[src/rtl/cpu_defs.sv]
// Shared LoongArch pipeline definitions: exception codes, load-size encodings
// and the exception cause used by the writeback arbiter.
package cpu_defs;

  localparam logic [5:0] ECODE_INT  = 6'h00;
  localparam logic [5:0] ECODE_ADEF = 6'h08;
  localparam logic [5:0] ECODE_ALE  = 6'h09;
  localparam logic [5:0] ECODE_SYS  = 6'h0B;
  localparam logic [5:0] ECODE_BRK  = 6'h0C;
  localparam logic [5:0] ECODE_INE  = 6'h0D;

  typedef enum logic [1:0] {
    RDRAM_WORD = 2'b00,
    RDRAM_BYTE = 2'b01,
    RDRAM_HALF = 2'b10,
    RDRAM_RSVD = 2'b11
  } rdram_num_e;

  typedef enum logic [2:0] {
    EXC_NONE,
    EXC_INT,
    EXC_ADEF,
    EXC_INE,
    EXC_SYS,
    EXC_BRK,
    EXC_ALE
  } exc_e;

endpackage

[src/rtl/wb_stage_if.sv]
// MEM->WB pipeline register outputs as seen by the writeback stage.
interface wb_stage_if;

  logic        wb_valid;
  logic [31:0] wb_pc;
  logic        wb_rf_we;
  logic [4:0]  wb_rd;
  logic [4:0]  wb_rj;
  logic [31:0] wb_alu_result;
  logic        wb_res_from_dram;
  logic [31:0] wb_dram_rdata;
  logic [31:0] wb_data_addr;
  logic [1:0]  wb_rdram_num;
  logic        wb_rdram_need_signed_extend;
  logic        wb_rdram_need_zero_extend;
  logic        wb_res_from_csr;
  logic        wb_res_from_cnt;
  logic [31:0] wb_res_of_cnt;
  logic        wb_res_is_rj;
  logic        wb_has_int;
  logic        wb_ex_adef;
  logic        wb_ex_ine;
  logic        wb_is_syscall;
  logic        wb_ex_brk;
  logic        wb_ex_ale;
  logic        wb_is_ertn;

  modport master (
    output wb_valid, wb_pc, wb_rf_we, wb_rd, wb_rj, wb_alu_result,
           wb_res_from_dram, wb_dram_rdata, wb_data_addr, wb_rdram_num,
           wb_rdram_need_signed_extend, wb_rdram_need_zero_extend,
           wb_res_from_csr, wb_res_from_cnt, wb_res_of_cnt, wb_res_is_rj,
           wb_has_int, wb_ex_adef, wb_ex_ine, wb_is_syscall, wb_ex_brk,
           wb_ex_ale, wb_is_ertn
  );

  modport slave (
    input  wb_valid, wb_pc, wb_rf_we, wb_rd, wb_rj, wb_alu_result,
           wb_res_from_dram, wb_dram_rdata, wb_data_addr, wb_rdram_num,
           wb_rdram_need_signed_extend, wb_rdram_need_zero_extend,
           wb_res_from_csr, wb_res_from_cnt, wb_res_of_cnt, wb_res_is_rj,
           wb_has_int, wb_ex_adef, wb_ex_ine, wb_is_syscall, wb_ex_brk,
           wb_ex_ale, wb_is_ertn
  );

endinterface

[src/rtl/wb_load_align.sv]
// Load data extraction: picks the addressed byte/half out of the raw word
// and sign- or zero-extends it to 32 bits.
module wb_load_align
  import cpu_defs::*;
(
  input  logic [31:0] rdata,
  input  logic [1:0]  off,
  input  logic [1:0]  num,
  input  logic        sign_ext,
  output logic [31:0] data
);

  logic [7:0]  byte_v;
  logic [15:0] half_v;

  // NOTE: every always_comb output gets a default first so no path can infer a latch.
  always_comb begin
    byte_v = rdata[{off, 3'b000} +: 8];
    // Halfword loads are already known to be aligned, so only off[1] matters.
    half_v = off[1] ? rdata[31:16] : rdata[15:0];
    data   = rdata;
    case (rdram_num_e'(num))
      RDRAM_BYTE: data = {{24{sign_ext & byte_v[7]}}, byte_v};
      RDRAM_HALF: data = {{16{sign_ext & half_v[15]}}, half_v};
      default:    data = rdata;
    endcase
  end

endmodule

[src/rtl/wb_stage.sv]
// Writeback/commit stage: final GPR write, exception/ertn arbitration into a
// single flush, debug trace, and the stable / retired-instruction counters.
module wb_stage
  import cpu_defs::*;
#(
  parameter int CNT_W = 64,
  parameter int RET_W = 32
) (
  input  logic             clk,
  input  logic             rst,
  wb_stage_if.slave        bus,
  input  logic [31:0]      csr_rdata,
  output logic             wb_ex,
  output logic [5:0]       wb_ecode,
  output logic [8:0]       wb_esubcode,
  output logic             wb_badv_we,
  output logic [31:0]      wb_badv,
  output logic             flush,
  output logic             rf_we,
  output logic [4:0]       rf_waddr,
  output logic [31:0]      rf_wdata,
  output logic [CNT_W-1:0] cnt_value,
  output logic [RET_W-1:0] retired,
  output logic [31:0]      debug_wb_pc,
  output logic [3:0]       debug_wb_rf_we,
  output logic [4:0]       debug_wb_rf_wnum,
  output logic [31:0]      debug_wb_rf_wdata
);

  logic             commit;
  logic             any_ex;
  logic             retire;
  exc_e             cause;
  logic [31:0]      load_data;
  logic [31:0]      result;
  logic [4:0]       waddr;
  logic [CNT_W-1:0] cnt_q;
  logic [RET_W-1:0] ret_q;

  // Zero extension is simply the absence of sign extension.
  logic unused_zero_ext;
  assign unused_zero_ext = bus.wb_rdram_need_zero_extend;

  assign commit = bus.wb_valid;

  // Fixed-priority exception arbiter: the first flag set wins.
  always_comb begin
    cause = EXC_NONE;
    if      (bus.wb_has_int)    cause = EXC_INT;
    else if (bus.wb_ex_adef)    cause = EXC_ADEF;
    else if (bus.wb_ex_ine)     cause = EXC_INE;
    else if (bus.wb_is_syscall) cause = EXC_SYS;
    else if (bus.wb_ex_brk)     cause = EXC_BRK;
    else if (bus.wb_ex_ale)     cause = EXC_ALE;
  end

  assign any_ex      = (cause != EXC_NONE);
  assign wb_ex       = commit & any_ex;
  assign retire      = commit & ~any_ex;
  assign flush       = wb_ex | (retire & bus.wb_is_ertn);
  assign wb_esubcode = '0;

  always_comb begin
    wb_ecode   = '0;
    wb_badv_we = 1'b0;
    wb_badv    = '0;
    if (commit) begin
      case (cause)
        EXC_INT:  wb_ecode = ECODE_INT;
        EXC_ADEF: begin
          wb_ecode   = ECODE_ADEF;
          wb_badv_we = 1'b1;
          wb_badv    = bus.wb_pc;
        end
        EXC_INE:  wb_ecode = ECODE_INE;
        EXC_SYS:  wb_ecode = ECODE_SYS;
        EXC_BRK:  wb_ecode = ECODE_BRK;
        EXC_ALE:  begin
          wb_ecode   = ECODE_ALE;
          wb_badv_we = 1'b1;
          wb_badv    = bus.wb_data_addr;
        end
        default:  wb_ecode = '0;
      endcase
    end
  end

  wb_load_align u_load_align (
    .rdata    (bus.wb_dram_rdata),
    .off      (bus.wb_data_addr[1:0]),
    .num      (bus.wb_rdram_num),
    .sign_ext (bus.wb_rdram_need_signed_extend),
    .data     (load_data)
  );

  always_comb begin
    result = bus.wb_alu_result;
    if      (bus.wb_res_from_dram) result = load_data;
    else if (bus.wb_res_from_csr)  result = csr_rdata;
    else if (bus.wb_res_from_cnt)  result = bus.wb_res_of_cnt;
  end

  assign waddr    = bus.wb_res_is_rj ? bus.wb_rj : bus.wb_rd;
  assign rf_we    = retire & bus.wb_rf_we & (waddr != 5'd0);
  assign rf_waddr = commit ? waddr  : '0;
  assign rf_wdata = commit ? result : '0;

  assign debug_wb_pc       = commit ? bus.wb_pc : '0;
  assign debug_wb_rf_we    = {4{rf_we}};
  assign debug_wb_rf_wnum  = rf_waddr;
  assign debug_wb_rf_wdata = rf_wdata;

  // NOTE: sequential state uses non-blocking assignments so every flop samples pre-edge values.
  always_ff @(posedge clk) begin
    if (rst) begin
      cnt_q <= '0;
      ret_q <= '0;
    end else begin
      cnt_q <= cnt_q + CNT_W'(1);
      if (retire) ret_q <= ret_q + RET_W'(1);
    end
  end

  assign cnt_value = cnt_q;
  assign retired   = ret_q;

endmodule

[src/flat_wrapper.sv]
// flat-port wrapper written by rule: the top's interface ports become plain ports
module wb_stage_flat import cpu_defs::*;
#(
  parameter int CNT_W = 64,
  parameter int RET_W = 32
)
  (clk, rst, csr_rdata, wb_ex, wb_ecode, wb_esubcode, wb_badv_we, wb_badv, flush, rf_we, rf_waddr, rf_wdata, cnt_value, retired, debug_wb_pc, debug_wb_rf_we, debug_wb_rf_wnum, debug_wb_rf_wdata, bus_wb_valid, bus_wb_pc, bus_wb_rf_we, bus_wb_rd, bus_wb_rj, bus_wb_alu_result, bus_wb_res_from_dram, bus_wb_dram_rdata, bus_wb_data_addr, bus_wb_rdram_num, bus_wb_rdram_need_signed_extend, bus_wb_rdram_need_zero_extend, bus_wb_res_from_csr, bus_wb_res_from_cnt, bus_wb_res_of_cnt, bus_wb_res_is_rj, bus_wb_has_int, bus_wb_ex_adef, bus_wb_ex_ine, bus_wb_is_syscall, bus_wb_ex_brk, bus_wb_ex_ale, bus_wb_is_ertn);
  wb_stage_if bus_i ();
  input  logic clk;
  input  logic rst;
  input  logic [31:0] csr_rdata;
  output logic wb_ex;
  output logic [5:0] wb_ecode;
  output logic [8:0] wb_esubcode;
  output logic wb_badv_we;
  output logic [31:0] wb_badv;
  output logic flush;
  output logic rf_we;
  output logic [4:0] rf_waddr;
  output logic [31:0] rf_wdata;
  output logic [CNT_W-1:0] cnt_value;
  output logic [RET_W-1:0] retired;
  output logic [31:0] debug_wb_pc;
  output logic [3:0] debug_wb_rf_we;
  output logic [4:0] debug_wb_rf_wnum;
  output logic [31:0] debug_wb_rf_wdata;
  input wire logic [$bits(bus_i.wb_valid)-1:0] bus_wb_valid;
  input wire logic [$bits(bus_i.wb_pc)-1:0] bus_wb_pc;
  input wire logic [$bits(bus_i.wb_rf_we)-1:0] bus_wb_rf_we;
  input wire logic [$bits(bus_i.wb_rd)-1:0] bus_wb_rd;
  input wire logic [$bits(bus_i.wb_rj)-1:0] bus_wb_rj;
  input wire logic [$bits(bus_i.wb_alu_result)-1:0] bus_wb_alu_result;
  input wire logic [$bits(bus_i.wb_res_from_dram)-1:0] bus_wb_res_from_dram;
  input wire logic [$bits(bus_i.wb_dram_rdata)-1:0] bus_wb_dram_rdata;
  input wire logic [$bits(bus_i.wb_data_addr)-1:0] bus_wb_data_addr;
  input wire logic [$bits(bus_i.wb_rdram_num)-1:0] bus_wb_rdram_num;
  input wire logic [$bits(bus_i.wb_rdram_need_signed_extend)-1:0] bus_wb_rdram_need_signed_extend;
  input wire logic [$bits(bus_i.wb_rdram_need_zero_extend)-1:0] bus_wb_rdram_need_zero_extend;
  input wire logic [$bits(bus_i.wb_res_from_csr)-1:0] bus_wb_res_from_csr;
  input wire logic [$bits(bus_i.wb_res_from_cnt)-1:0] bus_wb_res_from_cnt;
  input wire logic [$bits(bus_i.wb_res_of_cnt)-1:0] bus_wb_res_of_cnt;
  input wire logic [$bits(bus_i.wb_res_is_rj)-1:0] bus_wb_res_is_rj;
  input wire logic [$bits(bus_i.wb_has_int)-1:0] bus_wb_has_int;
  input wire logic [$bits(bus_i.wb_ex_adef)-1:0] bus_wb_ex_adef;
  input wire logic [$bits(bus_i.wb_ex_ine)-1:0] bus_wb_ex_ine;
  input wire logic [$bits(bus_i.wb_is_syscall)-1:0] bus_wb_is_syscall;
  input wire logic [$bits(bus_i.wb_ex_brk)-1:0] bus_wb_ex_brk;
  input wire logic [$bits(bus_i.wb_ex_ale)-1:0] bus_wb_ex_ale;
  input wire logic [$bits(bus_i.wb_is_ertn)-1:0] bus_wb_is_ertn;
  assign bus_i.wb_valid = bus_wb_valid;
  assign bus_i.wb_pc = bus_wb_pc;
  assign bus_i.wb_rf_we = bus_wb_rf_we;
  assign bus_i.wb_rd = bus_wb_rd;
  assign bus_i.wb_rj = bus_wb_rj;
  assign bus_i.wb_alu_result = bus_wb_alu_result;
  assign bus_i.wb_res_from_dram = bus_wb_res_from_dram;
  assign bus_i.wb_dram_rdata = bus_wb_dram_rdata;
  assign bus_i.wb_data_addr = bus_wb_data_addr;
  assign bus_i.wb_rdram_num = bus_wb_rdram_num;
  assign bus_i.wb_rdram_need_signed_extend = bus_wb_rdram_need_signed_extend;
  assign bus_i.wb_rdram_need_zero_extend = bus_wb_rdram_need_zero_extend;
  assign bus_i.wb_res_from_csr = bus_wb_res_from_csr;
  assign bus_i.wb_res_from_cnt = bus_wb_res_from_cnt;
  assign bus_i.wb_res_of_cnt = bus_wb_res_of_cnt;
  assign bus_i.wb_res_is_rj = bus_wb_res_is_rj;
  assign bus_i.wb_has_int = bus_wb_has_int;
  assign bus_i.wb_ex_adef = bus_wb_ex_adef;
  assign bus_i.wb_ex_ine = bus_wb_ex_ine;
  assign bus_i.wb_is_syscall = bus_wb_is_syscall;
  assign bus_i.wb_ex_brk = bus_wb_ex_brk;
  assign bus_i.wb_ex_ale = bus_wb_ex_ale;
  assign bus_i.wb_is_ertn = bus_wb_is_ertn;
  wb_stage #(.CNT_W(CNT_W), .RET_W(RET_W)) u_core (.clk(clk), .rst(rst), .bus(bus_i), .csr_rdata(csr_rdata), .wb_ex(wb_ex), .wb_ecode(wb_ecode), .wb_esubcode(wb_esubcode), .wb_badv_we(wb_badv_we), .wb_badv(wb_badv), .flush(flush), .rf_we(rf_we), .rf_waddr(rf_waddr), .rf_wdata(rf_wdata), .cnt_value(cnt_value), .retired(retired), .debug_wb_pc(debug_wb_pc), .debug_wb_rf_we(debug_wb_rf_we), .debug_wb_rf_wnum(debug_wb_rf_wnum), .debug_wb_rf_wdata(debug_wb_rf_wdata));
endmodule
[config.mk]
export PLATFORM = sky130hd
export DESIGN_NAME = wb_stage_flat
export DESIGN_NICKNAME = d
export VERILOG_FILES = /design/src/rtl/cpu_defs.sv /design/src/rtl/wb_stage_if.sv /design/src/rtl/wb_load_align.sv /design/src/rtl/wb_stage.sv /design/src/flat_wrapper.sv
export SDC_FILE = /design/constraint.sdc
export NUM_CORES = 1
export LEC_CHECK = 0
export ABC_AREA = 1
export BUFFER_PORTS_ARGS = -buffer_cell sky130_fd_sc_hd__buf_2
export CAP_MARGIN = 5
export CORE_ASPECT_RATIO = 0.5
export CORE_MARGIN = 2
export CORE_UTILIZATION = 30
export DETAILED_ROUTE_END_ITERATION = 7
export GPL_ROUTABILITY_DRIVEN = 1
export PLACE_DENSITY = 0.62
export SLEW_MARGIN = 20
export SYNTH_ARGS = -nofsm -noshare
export SYNTH_HDL_FRONTEND = slang
export SYNTH_HIERARCHICAL = 1
export SYNTH_SLANG_ARGS = --single-unit
export TNS_END_PERCENT = 50
[constraint.sdc]
create_clock -name clk -period 1.8 [get_ports clk]
set_input_delay 0 -clock clk [delete_from_list [all_inputs] [get_ports clk]]
set_output_delay 0 -clock clk [all_outputs]
set_load 0.005 [all_outputs]
==> impl_metrics.toml, run 1 <==
[yosys]
ys_seq_elements = 96
yosysSeqAreaShare = 0.216
synth_ff_type = "dfxtp_1"
syn-instance-count = 1521
synth_edf_count = 0
synthDominantCellAreaShare = 0.216
async_flop_share = 0
syn_avg_cell_area_um2 = 5.84
syn-cell-area_um2 = 8880
yosysWarnings = 6
synthTopCellsByArea = "dfxtp_1 22%, nand2_1 19%, nor2_1 9.0%, a21oi_1 7.1%, inv_1 5.7%"
synth.distinct_cells = 42
yosysTopAreaCell = "dfxtp_1"

[routing]
firstDrtPassIters = 5
ant_nets = 0
routed_via_density = 4.73
vias = 11100
wirelength_um = 36800
route.detailed.wl_per_inst_um = 15.8
drc = 0
drt_iter0_markers = 827

[worst_setup_path]
critPathSlowestCell = "a21oi_1"
path_class = "in -> out"
path_cells = "buf_2 > inv_1 > ha_1 > inv_1 > a21oi_2 > o21bai_4 > buf_4 > nand2_2 > o21ai_0 > a21oi_1 > buf_2"
critPathRequiredTime_ns = 1.80
critPathCaptureType = "primary output"
rrSetupSlack_ns = 0.1
cp.arrival_ns = 1.70
path_max_fanout = 7
cp_slowest_stage_delay_ns = 0.33
cp-start-kind = "input port"

[timing]
rsz0062_at_grt = "yes"
period_share = 0.947
setup_tns_ns = 0
relSlewSlack = 0.579
drv_slew = 0
max_freq_mhz = 587
finalClockSkew_ns = 0.0115
setup-violations-final = 0
period_needed_ns = 1.70
tightest_slew_ns = 0.632
hold_viol = 0
whs_ns = 0.145

[pwr]
sequentialPowerShare = 0.376
clock_power_share = 0.398
p_per_area_nw_per_um2 = 479
p_comb_frac = 0.227
swShare = 0.274
p_int_uw = 4130
leakagePower_uw = 0.00563
irDropWorstVdd_uv = 476
switchingPower_uw = 1560

[placement]
dpl.hpwl_um = 30600
gp_congestion = 0.941
port_buffers = 465
placed_cell_area_um2 = 11500

[clock_tree]
clockBufferDepth = 2
cts_root_buf = "clkbuf_16"
cts_buffers = 9
clock_latency_ns = 0.36
cts_tree = "done"
clock-sinks = 96
htreeDepth = 3
cts.reportedPaths.clkPinSlew_ns = 0.06
cts.hold.buffers_added = 0

[floorplan]
die_x_um = 247
die_h_um = 126
coreArea_um2 = 29100
start_util = 0.306
ios = 478
rows = 44
die-area_um2 = 31100

[finish]
post-route-util = 0.408
fin_area_um2 = 11900
fin_nets = 2169
layout-drive-gt1-share = 0.321
syn_to_final_growth_pct = 33.5

[grt]
grt_max_degree = 76
first_global_vias = 10000
grt_pass1_wl_um = 55400
gr-total-overflow = 0
grt_usage = 0.227
antenna_found_initial = 1

[status]
status = "complete, no violations"

[hold_path]
hp-class = "in -> reg"

[flow_run]
cap_violations = 0
[final cells by class]
type | instances | area, um2
sequential | 96 | 1930
tap | 391 | 489
antenna | 1 | 2.50
fill | 3201 | 17200
clock buffer | 11 | 253
inverter | 142 | 533
multi-input combinational | 1184 | 5850
clock inverter | 3 | 90.1
timing repair buffer | 511 | 2710
[cells by family (layout without fill, tap and decap cells)]
family / Yosys count / after routing / synth area share
AO/OA/AOI/OAI: 228 / 228 / 0.133
XOR/XNOR: 23 / 23 / 0.0227
adder cells (fa/ha/maj): 4 / 4 / 0.00564
buffers and inverters: 251 / 667 / 0.132
flip-flops: 96 / 96 / 0.216
multiplexers: 69 / 69 / 0.0823
other: 1 / 12 / 0.000422
AND/OR/NAND/NOR: 849 / 849 / 0.407
[synthesized netlist by cell type, types with 4 or more instances]
cell / n
inv_2: 5
buf_1: 5
buf_4: 53
clkbuf_1: 34
nor3_2: 6
mux2i_1: 37
mux2_2: 26
buf_2: 15
o21ai_0: 87
ha_1: 4
dfxtp_1: 96
nand2_2: 24
and2_1: 10
nand4_1: 17
nor2_1: 213
inv_1: 134
nand3_1: 87
a21oi_1: 126
or2_0: 4
mux2_1: 6
nand2_1: 454
o21ai_1: 5
nor2_2: 13
nor3_1: 5
xor2_1: 11
xnor2_1: 12
nor2_4: 6
[flip-flops by register name, indices dropped and copies added, names as in the netlist]
signal and flops:
u_core/cnt_value 64, u_core/retired 32
[power by group through the flow]
stage	Sequential, uW	Combinational (uW)	Clock (uW)
2_1_floorplan	2190	729	0
3_3_place_gp	2180	1280	0
3_5_place_dp	2180	1280	0
4_1_cts	2140	1290	2300
5_1_grt	2140	1420	2380
6_report	2140	1290	2260
[per-stage QoR]
stage	worst slack (ns)	instances	total power, uW
6_report	0.0954	2339	5680
5_1_grt	0.00332	2338	5930
4_1_cts	0.0764	2338	5720
3_5_place_dp	0.0784	2324	3460
3_3_place_gp	0.107	2324	3460
2_1_floorplan	0.117	1531	2920
[critical path: cells and delay by family]
kind	cells	cell delay, ns
and+or+nand+nor	1	0.05
buffers and inverters	5	0.68
adders and majority gates	1	0.21
AOI/OAI and AO/OA	4	0.76
[layout by cell type, fill, tap and decap left out, types with 5 or more instances in the layout]
master,count
nand2_2,25
clkbuf_16,9
buf_2,465
nor2_4,8
nor3_1,5
nor2_2,15
xnor2_1,12
nor2_1,209
conb_1,11
dfxtp_1,93
mux2_2,26
a21oi_1,125
o21ai_1,5
nor3_2,5
nand2_1,453
nand3_1,87
buf_4,43
inv_1,134
and2_1,10
mux2i_1,37
xor2_1,11
mux2_1,6
o21ai_0,87
nand4_1,17
inv_2,5
[per-layer routing]
layer,wire length [um],share of wire,global-route usage
met3,2470,0.067,0.0326
met1,16400,0.45,0.310
met5,0,0,0
met2,17300,0.47,0.379
met4,633,0.017,0.0490
[timing repair]
action / in CTS / in global routing
resized for setup: 0 / 12
buffers inserted: 0 / 0
hold endpoints to repair: 0 / 0
endpoints found under the setup margin: 0 / 20
[worst paths after layout]
kind	from	depth (start not counted)	to
max	bus_wb_rdram_num[0]	11	debug_wb_rf_wdata[20]
max reg2reg	u_core/cnt_value[16]	6	u_core/cnt_value[25]
min	rst	3	u_core/cnt_value[0]
min reg2reg	u_core/cnt_value[60]	2	u_core/cnt_value[60]
(Power assumes the default switching activity.)
==> run 2, diff against run 1 <==
--- a/config.mk
+++ b/config.mk
@@ -8,12 +8,11 @@
 export ABC_AREA = 1
 export BUFFER_PORTS_ARGS = -buffer_cell sky130_fd_sc_hd__buf_2
 export CAP_MARGIN = 5
-export CORE_ASPECT_RATIO = 0.5
-export CORE_MARGIN = 2
-export CORE_UTILIZATION = 30
+export CORE_AREA = 2 2 186 188
 export DETAILED_ROUTE_END_ITERATION = 7
+export DIE_AREA = 0 0 188 190
 export GPL_ROUTABILITY_DRIVEN = 1
-export PLACE_DENSITY = 0.62
+export PLACE_DENSITY = 0.57
 export SLEW_MARGIN = 20
 export SYNTH_ARGS = -nofsm -noshare
 export SYNTH_HDL_FRONTEND = slang
==> impl_metrics.toml, run 2 (same netlist as run 1, synthesis figures left out) <==
[status]
status = "complete, no violations"

[pwr]
leakagePower_uw = 0.00578
p_per_area_nw_per_um2 = 460
irDropWorstVdd_uv = 345

[floorplan]
die_x_um = 188
die_h_um = 190
rows = 68
start_util = 0.262
ios = 478
die-area_um2 = 35700
coreArea_um2 = 33900

[timing]
period_needed_ns = 1.73
hold_viol = 0
relSlewSlack = 0.663
whs_ns = 0.0790
drv_slew = 0
fin_ws_ns = 0.0747
max_freq_mhz = 580
period_share = 0.958
tightest_slew_ns = 0.502
setup_tns_ns = 0
finalClockSkew_ns = 0.0197
setup-violations-final = 0

[routing]
routed_via_density = 4.75
vias = 11600
route.detailed.wl_per_inst_um = 18.4
ant_nets = 0
drc = 0
firstDrtPassIters = 5
drt_iter0_markers = 676
wirelength_um = 44800

[worst_setup_path]
path_max_fanout = 6
rrSetupSlack_ns = 0.07
critPathRequiredTime_ns = 2.10
r2r-start = "u_core/cnt_value[1]"
reg2reg_to = "u_core/cnt_value[52]"
path_cells = "ha_4 > nand2_2 > nor2_4 > inv_1 > nor3_2 > nand3_1 > a21oi_1"
cp-start-kind = "flip-flop"
path_class = "reg -> reg"
critPathSlowestCell = "dfxtp_1"
cp_slowest_stage_delay_ns = 0.39
critPathCaptureType = "flip-flop"
r2r_cells = 7
cp.arrival_ns = 2.02

[placement]
gp_congestion = 0.942
dpl.hpwl_um = 38000
placed_cells = 2416
port_buffers = 465
placed_cell_area_um2 = 11800
dp_worst_setup_slack_ns = -0.0217

[clock_tree]
htreeDepth = 3
clockBufferDepth = 2
cts_buffers = 9
clock_latency_ns = 0.37
cts_tree = "done"
cts.reportedPaths.clkPinSlew_ns = 0.09
cts_root_buf = "clkbuf_16"
clock-sinks = 96
cts.hold.buffers_added = 0

[finish]
fin_cells = 2435
num-fill-cells = 3828
largest_register_ffs = 64
layout-drive-gt1-share = 0.337
final_cell_mix = "465 x buf_2, 453 x nand2_1, 206 x nor2_1"
final_common_cell = "buf_2"
fin_nets = 2199
syn_to_final_growth_pct = 37.1
fin_area_um2 = 12200

[hold_path]
hold_depth = 2
hp-start = "rst"
hp-class = "in -> reg"
hold_path_end = "u_core/retired[11]"

[grt]
use_met2 = 0.403
gr-total-overflow = 0
grt_usage = 0.239
antenna_found_initial = 5
use_met1 = 0.318
grt_busiest_layer = "met2"
first_global_vias = 10800
grt_max_degree = 42
met3_usage = 0.0321
grt_pass1_wl_um = 64900

[flow_run]
cap_violations = 0
==> run 2: final cells by class <==
type,count,area [um2],area share
clock buffers,9,225,0.0185
repair buffers,541,2950,0.242
well taps,455,569,0.0467
clock inverters,7,72.6,0.00596
inverters,142,536,0.0440
diodes,1,2.50,0.000205
flip-flops and latches,96,1930,0.159
multi-input cells,1184,5890,0.484
==> run 2: power by group <==
part | internal (uW) | switching, uW | total, uW
clock | 984 | 1020 | 2010
sequential | 2130 | 7.15 | 2140
combinational | 628 | 837 | 1470
total | 3740 | 1870 | 5610
==> run 2: worst max path at each step <==
stage | end | startpoint | slack, ns
3_3_place_gp | wb_badv[27] | bus_wb_is_syscall | -0.02
6_report | u_core/cnt_value[52] | u_core/cnt_value[1] | 0.07
5_1_grt | u_core/cnt_value[52] | u_core/cnt_value[1] | -0.002
4_1_cts | wb_badv[28] | bus_wb_ex_ine | 0.002
3_5_place_dp | wb_badv[27] | bus_wb_ex_ine | -0.02
2_1_floorplan | u_core/cnt_value[44] | u_core/cnt_value[0] | 0.12
==> run 2: repair_timing <==
item                       in CTS  in global routing
pin swaps                       0                  3
gates resized for setup         2                 29
setup endpoints to repair       2                 47
setup buffers                   0                  1
hold endpoints to repair        0                  0
cloned                          0                  1
==> run 2: critical path, delay by kind of cell, from the launching register on <==
family | cells | cell delay [ns]
AND/OR/NAND/NOR | 4 | 0.84
flip-flops | 1 | 0.39
AO/OA/AOI/OAI | 1 | 0.17
adder cells (fa/ha/maj) | 1 | 0.16
buffers and inverters | 1 | 0.09
==> run 2: layer usage <==
metal	wire length, um	part of all wire
met4	1140	0.026
met3	2460	0.055
met5	0	0
met1	20300	0.45
met2	20900	0.47
==> run 2: stage by stage <==
stage | power, uW | utilization
floorplan | 2920 | -
finish | 5610 | 0.359
global placement | 3620 | 0.347
CTS | 5650 | 0.356
global route | 5860 | 0.359
detailed placement | 3630 | 0.347
==> run 3, diff against run 2 <==
--- a/config.mk
+++ b/config.mk
@@ -12,6 +12,7 @@
 export DETAILED_ROUTE_END_ITERATION = 7
 export DIE_AREA = 0 0 188 190
 export GPL_ROUTABILITY_DRIVEN = 1
+export MAX_ROUTING_LAYER = met4
 export PLACE_DENSITY = 0.57
 export SLEW_MARGIN = 20
 export SYNTH_ARGS = -nofsm -noshare
==> impl_metrics.toml, run 3 (same netlist as run 1, synthesis figures left out) <==
[status]
status = "complete, no violations"

[clock_tree]
htreeDepth = 3
clock-sinks = 96
clockBufferDepth = 2
cts.hold.buffers_added = 0
clock_latency_ns = 0.37
cts_buffers = 9
cts.reportedPaths.clkPinSlew_ns = 0.07
cts_tree = "done"
cts_root_buf = "clkbuf_16"

[routing]
routed_via_density = 4.74
firstDrtPassIters = 7
drt_iter0_markers = 872
vias = 11500
route.detailed.wl_per_inst_um = 18.2
ant_nets = 0
wirelength_um = 44200
drc = 0

[hold_path]
hp-start = "rst"
hp-class = "in -> reg"
hold_path_end = "u_core/retired[25]"
hold_depth = 2

[floorplan]
die_h_um = 190
die_x_um = 188
ios = 478
start_util = 0.262
die-area_um2 = 35700
coreArea_um2 = 33900
rows = 68

[worst_setup_path]
critPathCaptureType = "primary output"
cp-start-kind = "input port"
path_class = "in -> out"
path_max_fanout = 16
reg2reg_to = "u_core/cnt_value[56]"
critPathLaunch = "bus_wb_rdram_num[0]"
r2r-start = "u_core/cnt_value[0]"
critPathRequiredTime_ns = 1.80
r2r_cells = 8
cp.arrival_ns = 1.70
rrSetupSlack_ns = 0.12

[finish]
syn_to_final_growth_pct = 37.4
num-fill-cells = 3852
fin_area_um2 = 12200
fin_cells = 2437
final_cell_mix = "464 x buf_2, 454 x nand2_1, 208 x nor2_1"
final_common_cell = "buf_2"
largest_register_ffs = 64
fin_nets = 2199
layout-drive-gt1-share = 0.337

[timing]
setup-violations-final = 0
period_share = 0.945
period_needed_ns = 1.70
finalClockSkew_ns = 0.0185
tightest_slew_ns = 0.526
whs_ns = 0.116
relSlewSlack = 0.647
fin_ws_ns = 0.0992
drv_slew = 0
max_freq_mhz = 588
hold_viol = 0
rsz0062_at_grt = "yes"

[pwr]
leakagePower_uw = 0.00579
total_power_uw = 5730
p_per_area_nw_per_um2 = 469
irDropWorstVdd_uv = 467

[grt]
gr-total-overflow = 0
grt_max_degree = 42
grt_usage = 0.243
first_global_vias = 10600
grt_pass1_wl_um = 63500
antenna_found_initial = 11

[flow_run]
cap_violations = 0

[placement]
placed_cells = 2417
placed_cell_area_um2 = 11800
port_buffers = 465
gp_congestion = 0.938
dpl.hpwl_um = 37800
dp_worst_setup_slack_ns = -0.0960
[run 3: layout make-up]
cell class	instances	area [um2]	area share
multi-input cells	1184	5880	0.482
repair buffers	541	2970	0.243
flip-flops and latches	96	1930	0.158
well taps	455	569	0.0467
inverters	142	533	0.0437
clock buffers	9	225	0.0185
clock inverters	7	95.1	0.00779
diodes	3	7.51	0.000615
[run 3: repair_timing]
action,CTS,global route
endpoints found under the setup margin,4,35
setup buffers,0,1
pin swaps,0,4
resized for setup,3,23
gates cloned,0,0
[run 3: how the worst max path moves through the flow]
stage                     slack [ns]  depth (start not counted)                   end
after global routing           -0.02                          7  u_core/cnt_value[56]
after detailed placement        -0.1                         12           wb_badv[27]
after global placement          -0.1                         11           wb_badv[27]
after floorplan                 0.12                         10  u_core/cnt_value[44]
final                            0.1                         10           rf_wdata[7]
after CTS                      0.007                         12           wb_badv[21]
[run 3: worst max-delay path, stage by stage]
cell and delay [ns]:
buf_2 0.09, inv_1 0.04, ha_1 0.32, clkinv_1 0.07, buf_4 0.22, nor2_1 0.06
a21oi_1 0.34, o21ai_0 0.19, a21oi_1 0.21, buf_2 0.15
[run 3: per-layer routing]
| layer | vias to the layer above | routed length [um] | share of wire | GRT usage |
|---|---|---|---|---|
| met2 | 517 | 20000 | 0.45 | 0.381 |
| met5 | - | 0 | 0 | - |
| li1 | 5709 | - | - | - |
| met1 | 5257 | 18600 | 0.42 | 0.304 |
| met4 | 0 | 1770 | 0.040 | 0.0939 |
| met3 | 66 | 3860 | 0.087 | 0.0544 |
[run 3: per-stage QoR]
stage | utilization | setup TNS [ns]
CTS | 0.357 | 0
global route | 0.359 | -0.0298
global placement | 0.348 | -0.121
finish | 0.359 | 0
floorplan | - | 0
detailed placement | 0.348 | -0.143
[run 3: report_power, final]
| part | switching [uW] | internal [uW] | total (uW) |
|---|---|---|---|
| clock network | 1010 | 1120 | 2130 |
| logic | 839 | 627 | 1470 |
| registers | 4.88 | 2130 | 2130 |
| total | 1850 | 3880 | 5730 |
